`config.mk`:
```
export PLATFORM = sky130hd
export DESIGN_NAME = masked_sbox_pipe_ctrl
export DESIGN_NICKNAME = d
export VERILOG_FILES = /design/src/rtl/masked_sbox_pipe_ctrl.sv
export SDC_FILE = /design/constraint.sdc
export NUM_CORES = 1
export LEC_CHECK = 0
export ABC_AREA = 1
export ABC_CLOCK_PERIOD_IN_PS = 2100
export CAP_MARGIN = 5
export CELL_PAD_IN_SITES_DETAIL_PLACEMENT = 0
export CELL_PAD_IN_SITES_GLOBAL_PLACEMENT = 1
export CORE_UTILIZATION = 18
export CTS_CLUSTER_SIZE = 16
export DETAILED_ROUTE_END_ITERATION = 6
export MAX_ROUTING_LAYER = met4
export PLACE_DENSITY_LB_ADDON = 0.1
export SLEW_MARGIN = 40
export SYNTH_ARGS = -nofsm -noshare
export SYNTH_HDL_FRONTEND = slang
export SYNTH_SLANG_ARGS = --single-unit
```
`constraint.sdc`:
```
create_clock -name in_clock -period 2.1 [get_ports in_clock]
set_clock_uncertainty 0.05 [all_clocks]
set_input_delay 0.42 -clock in_clock [delete_from_list [all_inputs] [get_ports in_clock]]
set_output_delay 0.42 -clock in_clock [all_outputs]
set_load 0.02 [all_outputs]
```
`src/rtl/masked_sbox_pipe_ctrl.sv`:
```
// Purpose: lockstep controller for the 3-stage masked GF(2^8) S-box pipeline (enable, PRNG metering, valid/tag).
// Latency: a byte accepted in cycle k shows out_valid in cycle k+3; one byte per cycle sustained.
// Backpressure: whole pipe freezes (no enable, no PRNG word) on PRNG starvation or a blocked stage-3 result.
// Optional macro SBOX_CTRL_STALL_CNT_EN adds the saturating out_stall_cnt counter.
module masked_sbox_pipe_ctrl #(
  parameter int NUM_SHARES = 2,
  parameter int RAND_WIDTH = 64,
  parameter int TAG_WIDTH  = 4
) (
  input  logic                  in_clock,
  input  logic                  in_reset,
  input  logic                  in_valid,
  output logic                  out_in_ready,
  input  logic [TAG_WIDTH-1:0]  in_tag,
  input  logic                  in_rand_valid,
  output logic                  out_rand_ready,
  input  logic [RAND_WIDTH-1:0] in_rand,
  output logic [RAND_WIDTH-1:0] out_random,
  output logic                  out_stage_en,
  output logic                  out_valid,
  input  logic                  in_ready,
  output logic [TAG_WIDTH-1:0]  out_tag,
  input  logic                  in_flush,
  output logic                  out_busy
`ifdef SBOX_CTRL_STALL_CNT_EN
  ,
  output logic [15:0]           out_stall_cnt
`endif
);

  // Per-stage side-band state; the shares themselves live in the datapath registers.
  typedef struct packed {
    logic                 vld;
    logic [TAG_WIDTH-1:0] tag;
  } stage_t;

  stage_t s1, s2, s3;

  logic shift_needed;
  logic out_sink;
  logic advance;

  // A shift is only worth a PRNG word if something valid would move.
  always_comb begin
    shift_needed = in_valid | s1.vld | s2.vld;
    out_sink     = ~s3.vld | in_ready;
    advance      = shift_needed & in_rand_valid & out_sink & ~in_flush;
  end

  assign out_stage_en   = advance;
  assign out_rand_ready = advance;
  assign out_in_ready   = advance;
  assign out_random     = in_rand;
  assign out_valid      = s3.vld;
  assign out_tag        = s3.tag;
  assign out_busy       = s1.vld | s2.vld | s3.vld;

  // Stage valid/tag registers: reset > flush > lockstep shift > lone retire of stage 3.
  always_ff @(posedge in_clock) begin
    if (in_reset) begin
      s1 <= '0;
      s2 <= '0;
      s3 <= '0;
    end else if (in_flush) begin
      s1.vld <= 1'b0;
      s2.vld <= 1'b0;
      s3.vld <= 1'b0;
    end else if (advance) begin
      s1.vld <= in_valid;
      s1.tag <= in_tag;
      s2     <= s1;
      s3     <= s2;
    end else if (s3.vld && in_ready) begin
      s3.vld <= 1'b0;
    end
  end

  // The randomness word must split evenly across the shares.
  always_ff @(posedge in_clock) begin
    if (!in_reset) begin
      assert (RAND_WIDTH % NUM_SHARES == 0);
    end
  end

`ifdef SBOX_CTRL_STALL_CNT_EN
  logic [15:0] stall_cnt;
  logic        stall;

  // Flush cycles are deliberate drops, not stalls, so they are excluded.
  assign stall = shift_needed & ~in_flush & ~advance;

  // Saturating stall counter, cleared only by reset.
  always_ff @(posedge in_clock) begin
    if (in_reset) begin
      stall_cnt <= '0;
    end else if (stall && stall_cnt != 16'hFFFF) begin
      stall_cnt <= stall_cnt + 16'd1;
    end
  end

  assign out_stall_cnt = stall_cnt;
`endif

endmodule

```
==> results.json, run 1 <==
{
  "die_area_sq_mm": 0.007360,
  "route.detailed.drc": 0,
  "r2r_slack_ns": 0.82,
  "num-nets-final": 197,
  "total_power_mw": 0.6836,
  "synth-seq-area-share": 0.2376,
  "drtIter0Drc": 24,
  "r2r_start": "out_valid",
  "placed_area_sq_mm": 0.001039,
  "core_sq_mm": 0.006794,
  "mostFrequentLayoutCells": "nor2_1, inv_1, clkdlybuf4s50_1, dfxtp_1, nand3_1",
  "synth_cells": 168,
  "grt_max_degree": 27,
  "yosys_warnings": 0,
  "drt_first_pass_iters": 3,
  "end_kind": "output port",
  "grt-ovfl-total": 0,
  "via_per_inst": 3.486,
  "fillers": 793,
  "clock_path_buffers": 2,
  "hold_path.class": "flip-flop to flip-flop",
  "cp_data_arrival_time_ns": 1.54,
  "crit_start": "in_rand_valid",
  "final_area_sq_mm": 0.001084,
  "antenna_found_initial": 0,
  "vdd_drop_max_uv": 176.2,
  "critPathKind": "input pin to output port",
  "drv_slew": 0,
  "wl_met2_um": 965,
  "setup.worst_path.start_class": "input pin",
  "syn2layout_area_growth_pct": -14.26,
  "setup_viol": 0,
  "clock_latency_ns": 0.25,
  "setup.worst_path.end": "out_stage_en",
  "worst_slew_pin_slew_ns": 0.4408,
  "reg2reg_to": "s1[2]",
  "seqPwrFrac": 0.450,
  "die_h_um": 85.79,
  "syn-num-nets": 242,
  "grt_pass1_vias": 815,
  "syn_area_sq_mm": 0.001264,
  "routabilityCongestion": 0.6586,
  "combPwrFrac": 0.184,
  "maxSlewHeadroom": 0.7058,
  "syn_avg_cell_area_sq_um": 7.522,
  "status": "finished, final reports clean",
  "path_cells": "clkdlybuf4s50_1, nand2_4, nor2_8, inv_1, a31oi_2, buf_4",
  "wl_per_cell_um": 10.68,
  "reg2reg_depth": 7,
  "p_int_mw": 0.4877,
  "die_w_um": 85.79,
  "cpPeakStageDelay_ns": 0.50,
  "final_core_util": 0.1595,
  "numClockSinks": 15,
  "slowest_stage": "clkdlybuf4s50_1",
  "dr_wl_met3_um": 238,
  "start_util": 0.1860,
  "switching_share": 0.2866,
  "post_cts_buffers": 0,
  "rsz0062_at_grt": "no",
  "powerDensity_mw_per_mm2": 630.9,
  "vias": 760,
  "p_sw_mw": 0.1959,
  "cts_tree": "yes",
  "ys_ff_latch": 15,
  "num_antenna_cells": 0,
  "tns_ns": 0,
  "synth_cell_types": 19,
  "period_minus_slack_ns": 2.010,
  "numCtsBuffers": 3,
  "met1_length_um": 926,
  "drive_gt1_frac": 0.1967,
  "setup_ws_ns": 0.08960,
  "track_usage": 0.06945,
  "fmax_mhz": 497.4,
  "clockRootBuffer": "clkbuf_8",
  "pre_cts_slack_ns": -0.4165,
  "wl_um": 2328,
  "hold_depth": 2,
  "hold_violations": 0,
  "highest_layer": "met4",
  "maxCapViolations": 0,
  "layout_commonest_cell": "nor2_1",
  "clkPwrFrac": 0.366,
  "port_buffers": 18,
  "leakage_nw": 0.4248,
  "htree_levels": 1,
  "grt_pass1_wl_um": 3815,
  "ant_nets": 0,
  "required_ns": 1.63,
  "placementRows": 30,
  "io_pins": 147,
  "path_clk_slew_ns": 0.07,
  "dp_hpwl_um": 1608,
  "post-route-period-util": 0.9573,
  "path_max_fanout": 3
}
[what timing repair did]
item,CTS,global route
setup endpoints to repair,3,3
hold buffers,0,0
gates resized for setup,15,4
[cells by family (layout without fill, tap and decap cells)]
group,Yosys count,after routing,synth area share
AND/OR/NAND/NOR,47,47,0.1881
flip-flops,15,15,0.2376
buffers and inverters,90,44,0.4901
AO/OA/AOI/OAI,16,16,0.08416
[final cells by class]
type | count | area [sq um] | share of cell area
Clock buffer | 3 | 41.29 | 0.03811
Sequential cell | 15 | 300.3 | 0.2771
Inverter | 19 | 71.32 | 0.06582
Timing Repair Buffer | 21 | 195.2 | 0.1801
Multi-Input combinational cell | 63 | 350.3 | 0.3233
Tap cell | 96 | 120.1 | 0.1109
Clock inverter | 1 | 5.005 | 0.004619
[Yosys cell counts]
library cell | n | area (sq um)
inv_2 | 3 | 11.26
nand2_1 | 12 | 45.04
inv_1 | 16 | 60.06
a21oi_1 | 6 | 30.03
nor2_1 | 18 | 67.56
nor2_4 | 1 | 11.26
buf_6 | 3 | 33.78
nand3_4 | 1 | 17.52
clkbuf_1 | 1 | 3.750
a31oi_1 | 1 | 6.260
o21a_1 | 1 | 7.510
buf_8 | 1 | 15.01
nand3_1 | 13 | 65.06
nand2_4 | 1 | 11.26
dfxtp_1 | 15 | 300.3
o21ai_1 | 2 | 10.01
buf_4 | 66 | 495.5
a21oi_2 | 6 | 52.55
nor2_8 | 1 | 20.02
[power groups by stage]
stage | sequential, mW | clock [mW] | combinational (mW)
final | 0.307 | 0.250 | 0.126
after global routing | 0.309 | 0.280 | 0.142
after CTS | 0.307 | 0.267 | 0.127
after detailed placement | 0.314 | 0 | 0.130
after global placement | 0.314 | 0 | 0.129
after floorplan | 0.318 | 0 | 0.262
[routing by layer]
metal / track usage / vias to the layer above
met3: 0.02310 / 35
met1: 0.06740 / 330
met5: - / -
li1: - / 355
met4: 0.08333 / 0
met2: 0.1004 / 40
[critical path, delay by kind of cell]
kind	cells	cell delay, ns
simple gates	2	0.18
buf+inv	3	0.74
compound gates	1	0.19
[state kept, by name, indices dropped and copies added (netlist names)]
register,flops
out_valid,1
out_tag,4
s2,5
s1,5
[per-stage QoR]
step,instances,hold WS [ns]
floorplan,168,0.4016
global placement,214,0.4175
detailed placement,214,0.4206
CTS,218,0.4391
global route,218,0.4587
finish,218,0.4331
[how the worst min path moves through the flow]
stage	startpoint	end
final	s2[1]	s2[1]
after global routing	s1[1]	s1[1]
after CTS	s2[1]	s2[1]
after detailed placement	s2[1]	s2[1]
after global placement	s1[3]	s1[3]
after floorplan	s1[2]	s1[2]
Power figures use the tool's default switching activity.
==> run 2, diff against run 1 <==
ABC_CLOCK_PERIOD_IN_PS = 2500   (was 2100)
CTS_CLUSTER_SIZE = 30   (was 16)
clock period = 2.5 ns   (was 2.1 ns; I/O delays follow)
==> results.json, run 2 (same netlist as run 1, synthesis figures left out) <==
{
  "drive_gt1_frac": 0.1557,
  "setup.worst_path.start_class": "input pin",
  "powerDensity_mw_per_mm2": 527.1,
  "reg2reg_to": "s1[3]",
  "end_kind": "output port",
  "post_cts_buffers": 0,
  "setup_ws_ns": 0.1398,
  "ant_nets": 0,
  "numClockSinks": 15,
  "path_cells": "clkdlybuf4s50_1, nand2_4, nor2_8, inv_1, a31oi_1, dlygate4sd2_1",
  "grt_pass1_wl_um": 3753,
  "maxCapViolations": 0,
  "route.detailed.drc": 0,
  "min_to": "s2[3]",
  "drt_first_pass_iters": 3,
  "total_power_mw": 0.5691,
  "vdd_drop_max_uv": 145.9,
  "path_max_fanout": 3,
  "cp_data_arrival_time_ns": 1.81,
  "routabilityCongestion": 0.6607,
  "dp_hpwl_um": 1613,
  "fmax_mhz": 423.7,
  "period_minus_slack_ns": 2.360,
  "grt_pass1_vias": 764,
  "final-seq-area_sq_um": 300.3,
  "num_antenna_cells": 0,
  "clock_path_buffers": 2,
  "hold_buffers": 0,
  "wl_per_cell_um": 10.60,
  "seqPwrFrac": 0.454,
  "switching_share": 0.2774,
  "wl_um": 2310,
  "die_h_um": 85.79,
  "clockRootBuffer": "clkbuf_8",
  "grt-ovfl-total": 0,
  "setup_viol": 0,
  "core_sq_mm": 0.006794,
  "post-route-period-util": 0.9441,
  "io_pins": 147,
  "leakage_nw": 0.4283,
  "start_util": 0.1860,
  "port_buffers": 18,
  "vias": 774,
  "drv_slew": 0,
  "worst_slew_pin_slew_ns": 0.4390,
  "required_ns": 1.95,
  "maxSlewHeadroom": 0.7070,
  "status": "finished, final reports clean",
  "numCtsBuffers": 3,
  "placementRows": 30,
  "combPwrFrac": 0.184,
  "hold_violations": 0,
  "grt_max_degree": 27,
  "num-nets-final": 197,
  "drtIter0Drc": 30,
  "hold_depth": 2,
  "slowest_stage": "clkdlybuf4s50_1",
  "htree_levels": 1,
  "fin_cells": 218,
  "p_sw_mw": 0.1579,
  "via_per_inst": 3.550,
  "antenna_found_initial": 0,
  "path_clk_slew_ns": 0.06,
  "critPathKind": "input pin to output port",
  "die_area_sq_mm": 0.007360,
  "mostFrequentLayoutCells": "nor2_1, inv_1, clkdlybuf4s50_1, dfxtp_1, nand3_1",
  "holdCritStartpoint": "s2[3]",
  "fillers": 790,
  "clock_latency_ns": 0.25,
  "pre_cts_slack_ns": -0.1804,
  "cts_tree": "yes",
  "clkPwrFrac": 0.362,
  "track_usage": 0.06867,
  "cpPeakStageDelay_ns": 0.50,
  "r2r_slack_ns": 1.23,
  "r2r_start": "out_valid",
  "layout_commonest_cell": "nor2_1",
  "syn2layout_area_growth_pct": -14.55,
  "rsz0062_at_grt": "no",
  "placedCellCount": 214,
  "p_int_mw": 0.4113,
  "reg2reg_depth": 7,
  "die_w_um": 85.79,
  "hold_path.class": "flip-flop to flip-flop",
  "multi_input_area_sq_um": 344.1
}
## run 2: cell count changes in the layout (fill, tap and decap cells not counted)
cell           before  now
a31oi_1             0    1
a31oi_2             1    0
buf_4               6    3
clkbuf_1            0    1
clkinv_2            1    0
dlygate4sd2_1       0    3
## run 2: worst max-delay path, delay by kind of cell
family | cells | cell delay, ns
buf+inv | 3 | 0.93
compound gates | 1 | 0.20
simple gates | 2 | 0.18
## run 2: worst max path at each step
stage / start / end / slack, ns / cells past startpoint
4_1_cts: in_rand_valid / out_stage_en / 0.13 / 6
3_3_place_gp: in_rand_valid / out_rand_ready / -0.16 / 6
2_1_floorplan: in_flush / out_rand_ready / 0.41 / 6
5_1_grt: in_flush / out_rand_ready / 0.04 / 7
3_5_place_dp: in_rand_valid / out_stage_en / -0.18 / 6
6_report: in_rand_valid / out_stage_en / 0.14 / 6
## run 2: cell type report
type | count | share of cell area
multi-input combinational | 63 | 0.3187
tap | 96 | 0.1112
inverter | 19 | 0.06605
sequential | 15 | 0.2781
clock buffer | 4 | 0.04171
timing repair buffer | 21 | 0.1842
## run 2: per-layer routing
metal,up-vias,track usage,wire length (um)
met2,41,0.09164,941
met4,0,0.08788,195
met3,34,0.02406,264
met1,343,0.06989,909
li1,356,-,-
met5,-,-,0
## run 2: repair_timing
| item | CTS | global route |
|---|---|---|
| endpoints found under the setup margin | 3 | 0 |
| hold endpoints to repair | 0 | 0 |
| gates resized for setup | 3 | 0 |
## run 2: metrics by stage
stage	utilization	setup TNS, ns	hold slack [ns]	instance area [sq um]
2_1_floorplan	-	0	0.4016	1264
3_3_place_gp	0.1529	-0.4668	0.4176	1039
3_5_place_dp	0.1529	-0.5319	0.4187	1039
4_1_cts	0.1589	0	0.4368	1080
5_1_grt	0.1589	0	0.4597	1080
6_report	0.1589	0	0.4312	1080
## run 2: power groups by stage
stage                     combinational (mW)  clock (mW)  sequential, mW
after CTS                              0.107       0.218           0.258
after floorplan                        0.220           0           0.267
final                                  0.105       0.206           0.258
after global placement                 0.109           0           0.264
after global routing                   0.118       0.228           0.259
after detailed placement               0.109           0           0.264
==> run 3, diff against run 2 <==
CAP_MARGIN = default   (was 5)
CTS_BUF_LIST = sky130_fd_sc_hd__clkbuf_4 sky130_fd_sc_hd__clkbuf_8   (was default)
==> results.json, run 3 (same netlist as run 1, synthesis figures left out) <==
{
  "fmax_mhz": 423.7,
  "grt_pass1_vias": 761,
  "core_sq_mm": 0.006794,
  "grt_pass1_wl_um": 3753,
  "vias": 772,
  "drv_slew": 0,
  "period_minus_slack_ns": 2.360,
  "combPwrFrac": 0.181,
  "cts_tree": "yes",
  "post_cts_buffers": 0,
  "cp_data_arrival_time_ns": 1.81,
  "vdd_drop_max_uv": 145.8,
  "syn2layout_area_growth_pct": -14.26,
  "hold_violations": 0,
  "p_int_mw": 0.4221,
  "ant_nets": 0,
  "die_h_um": 85.79,
  "drive_gt1_frac": 0.1639,
  "track_usage": 0.06867,
  "final_area_sq_mm": 0.001084,
  "setup_viol": 0,
  "numCtsBuffers": 3,
  "placementRows": 30,
  "via_per_inst": 3.541,
  "antenna_found_initial": 0,
  "clock_path_buffers": 2,
  "io_pins": 147,
  "placed_area_sq_mm": 0.001039,
  "mostFrequentLayoutCells": "nor2_1, inv_1, clkdlybuf4s50_1, dfxtp_1, nand3_1",
  "num-nets-final": 197,
  "end_kind": "output port",
  "leakage_nw": 0.4317,
  "post-route-period-util": 0.9441,
  "worst_slew_pin_slew_ns": 0.4365,
  "die_w_um": 85.79,
  "switching_share": 0.2691,
  "maxSlewHeadroom": 0.7087,
  "setup.worst_path.start_class": "input pin",
  "maxCapViolations": 0,
  "hold_path.class": "flip-flop to flip-flop",
  "path_clk_slew_ns": 0.06,
  "powerDensity_mw_per_mm2": 533.0,
  "wl_um": 2310,
  "num_antenna_cells": 0,
  "path_max_fanout": 3,
  "grt_max_degree": 27,
  "grt-ovfl-total": 0,
  "dp_hpwl_um": 1613,
  "status": "finished, final reports clean",
  "wl_per_cell_um": 10.60,
  "p_sw_mw": 0.1554,
  "clock_latency_ns": 0.25,
  "tns_ns": 0,
  "clkPwrFrac": 0.372,
  "routabilityCongestion": 0.6607,
  "drtIter0Drc": 30,
  "critPathKind": "input pin to output port",
  "rsz0062_at_grt": "no",
  "die_area_sq_mm": 0.007360,
  "htree_levels": 1,
  "start_util": 0.1860,
  "clockRootBuffer": "clkbuf_8",
  "total_power_mw": 0.5775,
  "seqPwrFrac": 0.447,
  "drt_first_pass_iters": 4,
  "layout_commonest_cell": "nor2_1",
  "numClockSinks": 15,
  "route.detailed.drc": 0,
  "required_ns": 1.95,
  "port_buffers": 18
}
run 3: cell type report:
type / instances / area, sq um
repair buffers: 21 / 198.9
flip-flops and latches: 15 / 300.3
well taps: 96 / 120.1
inverters: 19 / 71.32
fillers: 790 / 5710
clock buffers: 4 / 48.80
multi-input cells: 63 / 344.1
run 3: metrics by stage:
step                std cells  hold WS, ns    util  worst slack, ns
finish                    218       0.4312  0.1595           0.1398
global route              218       0.4598  0.1595          0.04455
CTS                       218       0.4368  0.1595           0.1276
detailed placement        214       0.4187  0.1529          -0.1804
global placement          214       0.4176  0.1529          -0.1558
floorplan                 168       0.4016       -           0.4063
run 3: timing repair:
item                                    in CTS  in global routing
resized for setup                            3                  0
endpoints found under the setup margin       3                  0
hold buffers                                 0                  0
run 3: per-layer routing:
layer | vias up | global-route usage | wire length [um]
li1 | 356 | - | -
met1 | 341 | 0.06989 | 905
met2 | 41 | 0.09164 | 944
met3 | 34 | 0.02406 | 264
met4 | 0 | 0.08788 | 195
met5 | - | - | 0
run 3: worst max-delay path: stages:
cell and delay, ns:
clkdlybuf4s50_1 0.50, nand2_4 0.08, nor2_8 0.10, inv_1 0.06, a31oi_1 0.20, dlygate4sd2_1 0.37
run 3: power by group through the flow:
stage / logic, mW / registers (mW) / clock network, mW
after floorplan: 0.220 / 0.267 / 0
after global placement: 0.109 / 0.264 / 0
after detailed placement: 0.109 / 0.264 / 0
after CTS: 0.107 / 0.258 / 0.229
after global routing: 0.118 / 0.259 / 0.239
final: 0.105 / 0.258 / 0.215
run 3: worst paths after layout:
| path | startpoint | endpoint | slack (ns) | depth (start not counted) |
|---|---|---|---|---|
| hold / removal | s2[3] | s2[3] | 0.43 | 2 |
| hold reg to reg | s2[3] | s2[3] | 0.43 | 2 |
| setup reg to reg | out_valid | s1[3] | 1.24 | 7 |
| setup / recovery | in_rand_valid | out_stage_en | 0.14 | 6 |
==> RTL change, RTL diff (settings of run 2) <==
The parameter `RAND_WIDTH` goes from 64 to 128.
--- a/src/rtl/masked_sbox_pipe_ctrl.sv
+++ b/src/rtl/masked_sbox_pipe_ctrl.sv
@@ -4,7 +4,7 @@
 // Optional macro SBOX_CTRL_STALL_CNT_EN adds the saturating out_stall_cnt counter.
 module masked_sbox_pipe_ctrl #(
   parameter int NUM_SHARES = 2,
-  parameter int RAND_WIDTH = 64,
+  parameter int RAND_WIDTH = 128,
   parameter int TAG_WIDTH  = 4
 ) (
   input  logic                  in_clock,
Ports: changed (resized in_rand and out_random); port bits go from 147 to 275. The function was not compared with the original's and may differ.
==> RTL change against run 2 <==
- routed wire length increased by 12%
- critical path depth unchanged
- sequential cell count unchanged
- area after synthesis increased by 38%
- cell area increased by 3.9%
- cell count increased by 15%
- power increased by 0.11%
- worst hold slack improved by 4.3 ps
- worst setup slack improved by 3.0 ps
==> RTL change: results (changes against run 2) <==
| Metric | Value |
|---|---|
| Sequential cell area fraction in the yosys report | `17.22% (-6.5 points)` |
| Met3 wire length | `310 um (+17%)` |
| Drt pass-1 iters | `4 (+1)` |
| Hpwl dp | `1815 um (+13%)` |
| Compound-Gate Fraction of Synth Area | `6.098% (-2.3 points)` |
| Fmax | `0.4242 GHz (+0.13%)` |
| Synthesized net count | `370 (+53%)` |
| Routed length on met1 | `996 um (+9.6%)` |
| Max Used Layer | `met4` |
| Post-Place Worst Slack | `-185.5 ps (-5.064 ps)` |
| Slew HR | `71.68% (+0.98 points)` |
| Post-layout net count | `261 (+32%)` |
| Metal2 WL | `1015 um (+7.9%)` |
| Leakage | `0.4310 nW (+0.64%)` |
| Global-route wire length before repair | `4050 um (+7.9%)` |
| Layout cells sized above 1 | `16.39% (+0.82 points)` |
| Setup slack, reg-to-reg | `1210 ps (-20 ps)` |
| Most common library cells after synthesis | `buf_4 (130), nor2_1 (18), inv_1 (16)` |
| Tot GR Track Use | `5.520% (-1.3 points)` |
| Post-synthesis mux area share | `0% (unchanged)` |
| Worst EP arrival | `1810 ps (about the same)` |
| Synth area leaders | `buf_4 (56%), dfxtp_1 (17%), nor2_1 (3.9%), nand3_1 (3.7%), inv_1 (3.4%)` |
| Total Routed Length | `2585 um (+12%)` |
| R2r startpoint | `out_valid$_SDFFE_PP0P_` |
| Worst hold start | `s1[2]$_SDFFE_PP0P_` |
| Final hold slack | `435.5 ps (+4.292 ps)` |
| Initial DRC Count | `31 (+3.3%)` |
| Vias in the first global route | `805 (+5.4%)` |
| Post-CTS Resized | `3 (unchanged)` |
| Via count | `771 (-0.39%)` |
| Peak supply drop | `0.0001032 V (-29%)` |
| Status | `completed` |
| Gpl congestion | `0.6808 (+3.0%)` |
| Worst skew pair latency | `250 ps (about the same)` |
| PortBufs | `18 (unchanged)` |
| Cell internal pwr | `0.4086 mW (-0.64%)` |
## RTL change: cell count changes after synthesis, sizes merged
cell	delta
buf	+64
## RTL change: cell type report
cell class                      instances  area (um^2)
Fill cell                            1079         8205
Multi-Input combinational cell         63        344.1
Sequential cell                        15        300.3
Timing Repair Buffer                   21        198.9
Tap cell                              129        161.4
Inverter                               19        71.32
Clock buffer                            3        41.29
Clock inverter                          1        5.005
## RTL change: logic make-up (layout without fill, tap and decap cells)
family,Yosys count,in the layout
DFF,15,15
and+or+nand+nor,47,47
buffers and inverters,154,44
AOI/OAI and AO/OA,16,16
## RTL change: final timing paths
path	to	cells after the start
worst max register to register	out_tag[2]$_SDFFE_PP0P_	7
worst min register to register	s1[2]$_SDFFE_PP0P_	2
worst max-delay path	out_in_ready	6
worst min-delay path	s1[2]$_SDFFE_PP0P_	2
## RTL change: layer usage
metal	GRT usage, %	vias to the layer above
met5	-	-
met4	7.915	0
met3	2.019	38
met2	7.429	58
met1	5.208	321
li1	-	354
## RTL change: worst min-delay path, delay by kind of cell, from the launching register on
family	cells	cell delay, ps
simple gates	1	80
flops	1	330
compound gates	1	40
## RTL change: power groups by stage
stage                     registers, mW  clock network [mW]  logic (mW)
after floorplan                   0.267                   0       0.369
after global placement            0.263                   0       0.109
after detailed placement          0.263                   0       0.109
after CTS                         0.258               0.223       0.107
after global routing              0.260               0.236       0.119
final                             0.258               0.207       0.105
## RTL change: metrics by stage
step	total power [mW]	cell area (um^2)	util, %	std cells	setup TNS [ps]
final	0.5698	1122	12.03	251	0
after global routing	0.6144	1122	12.03	251	0
after CTS	0.5882	1122	12.03	251	0
after detailed placement	0.3729	1080	11.58	247	-549.0
after global placement	0.3720	1080	11.58	247	-475.1
after floorplan	0.6368	1744	-	232	0
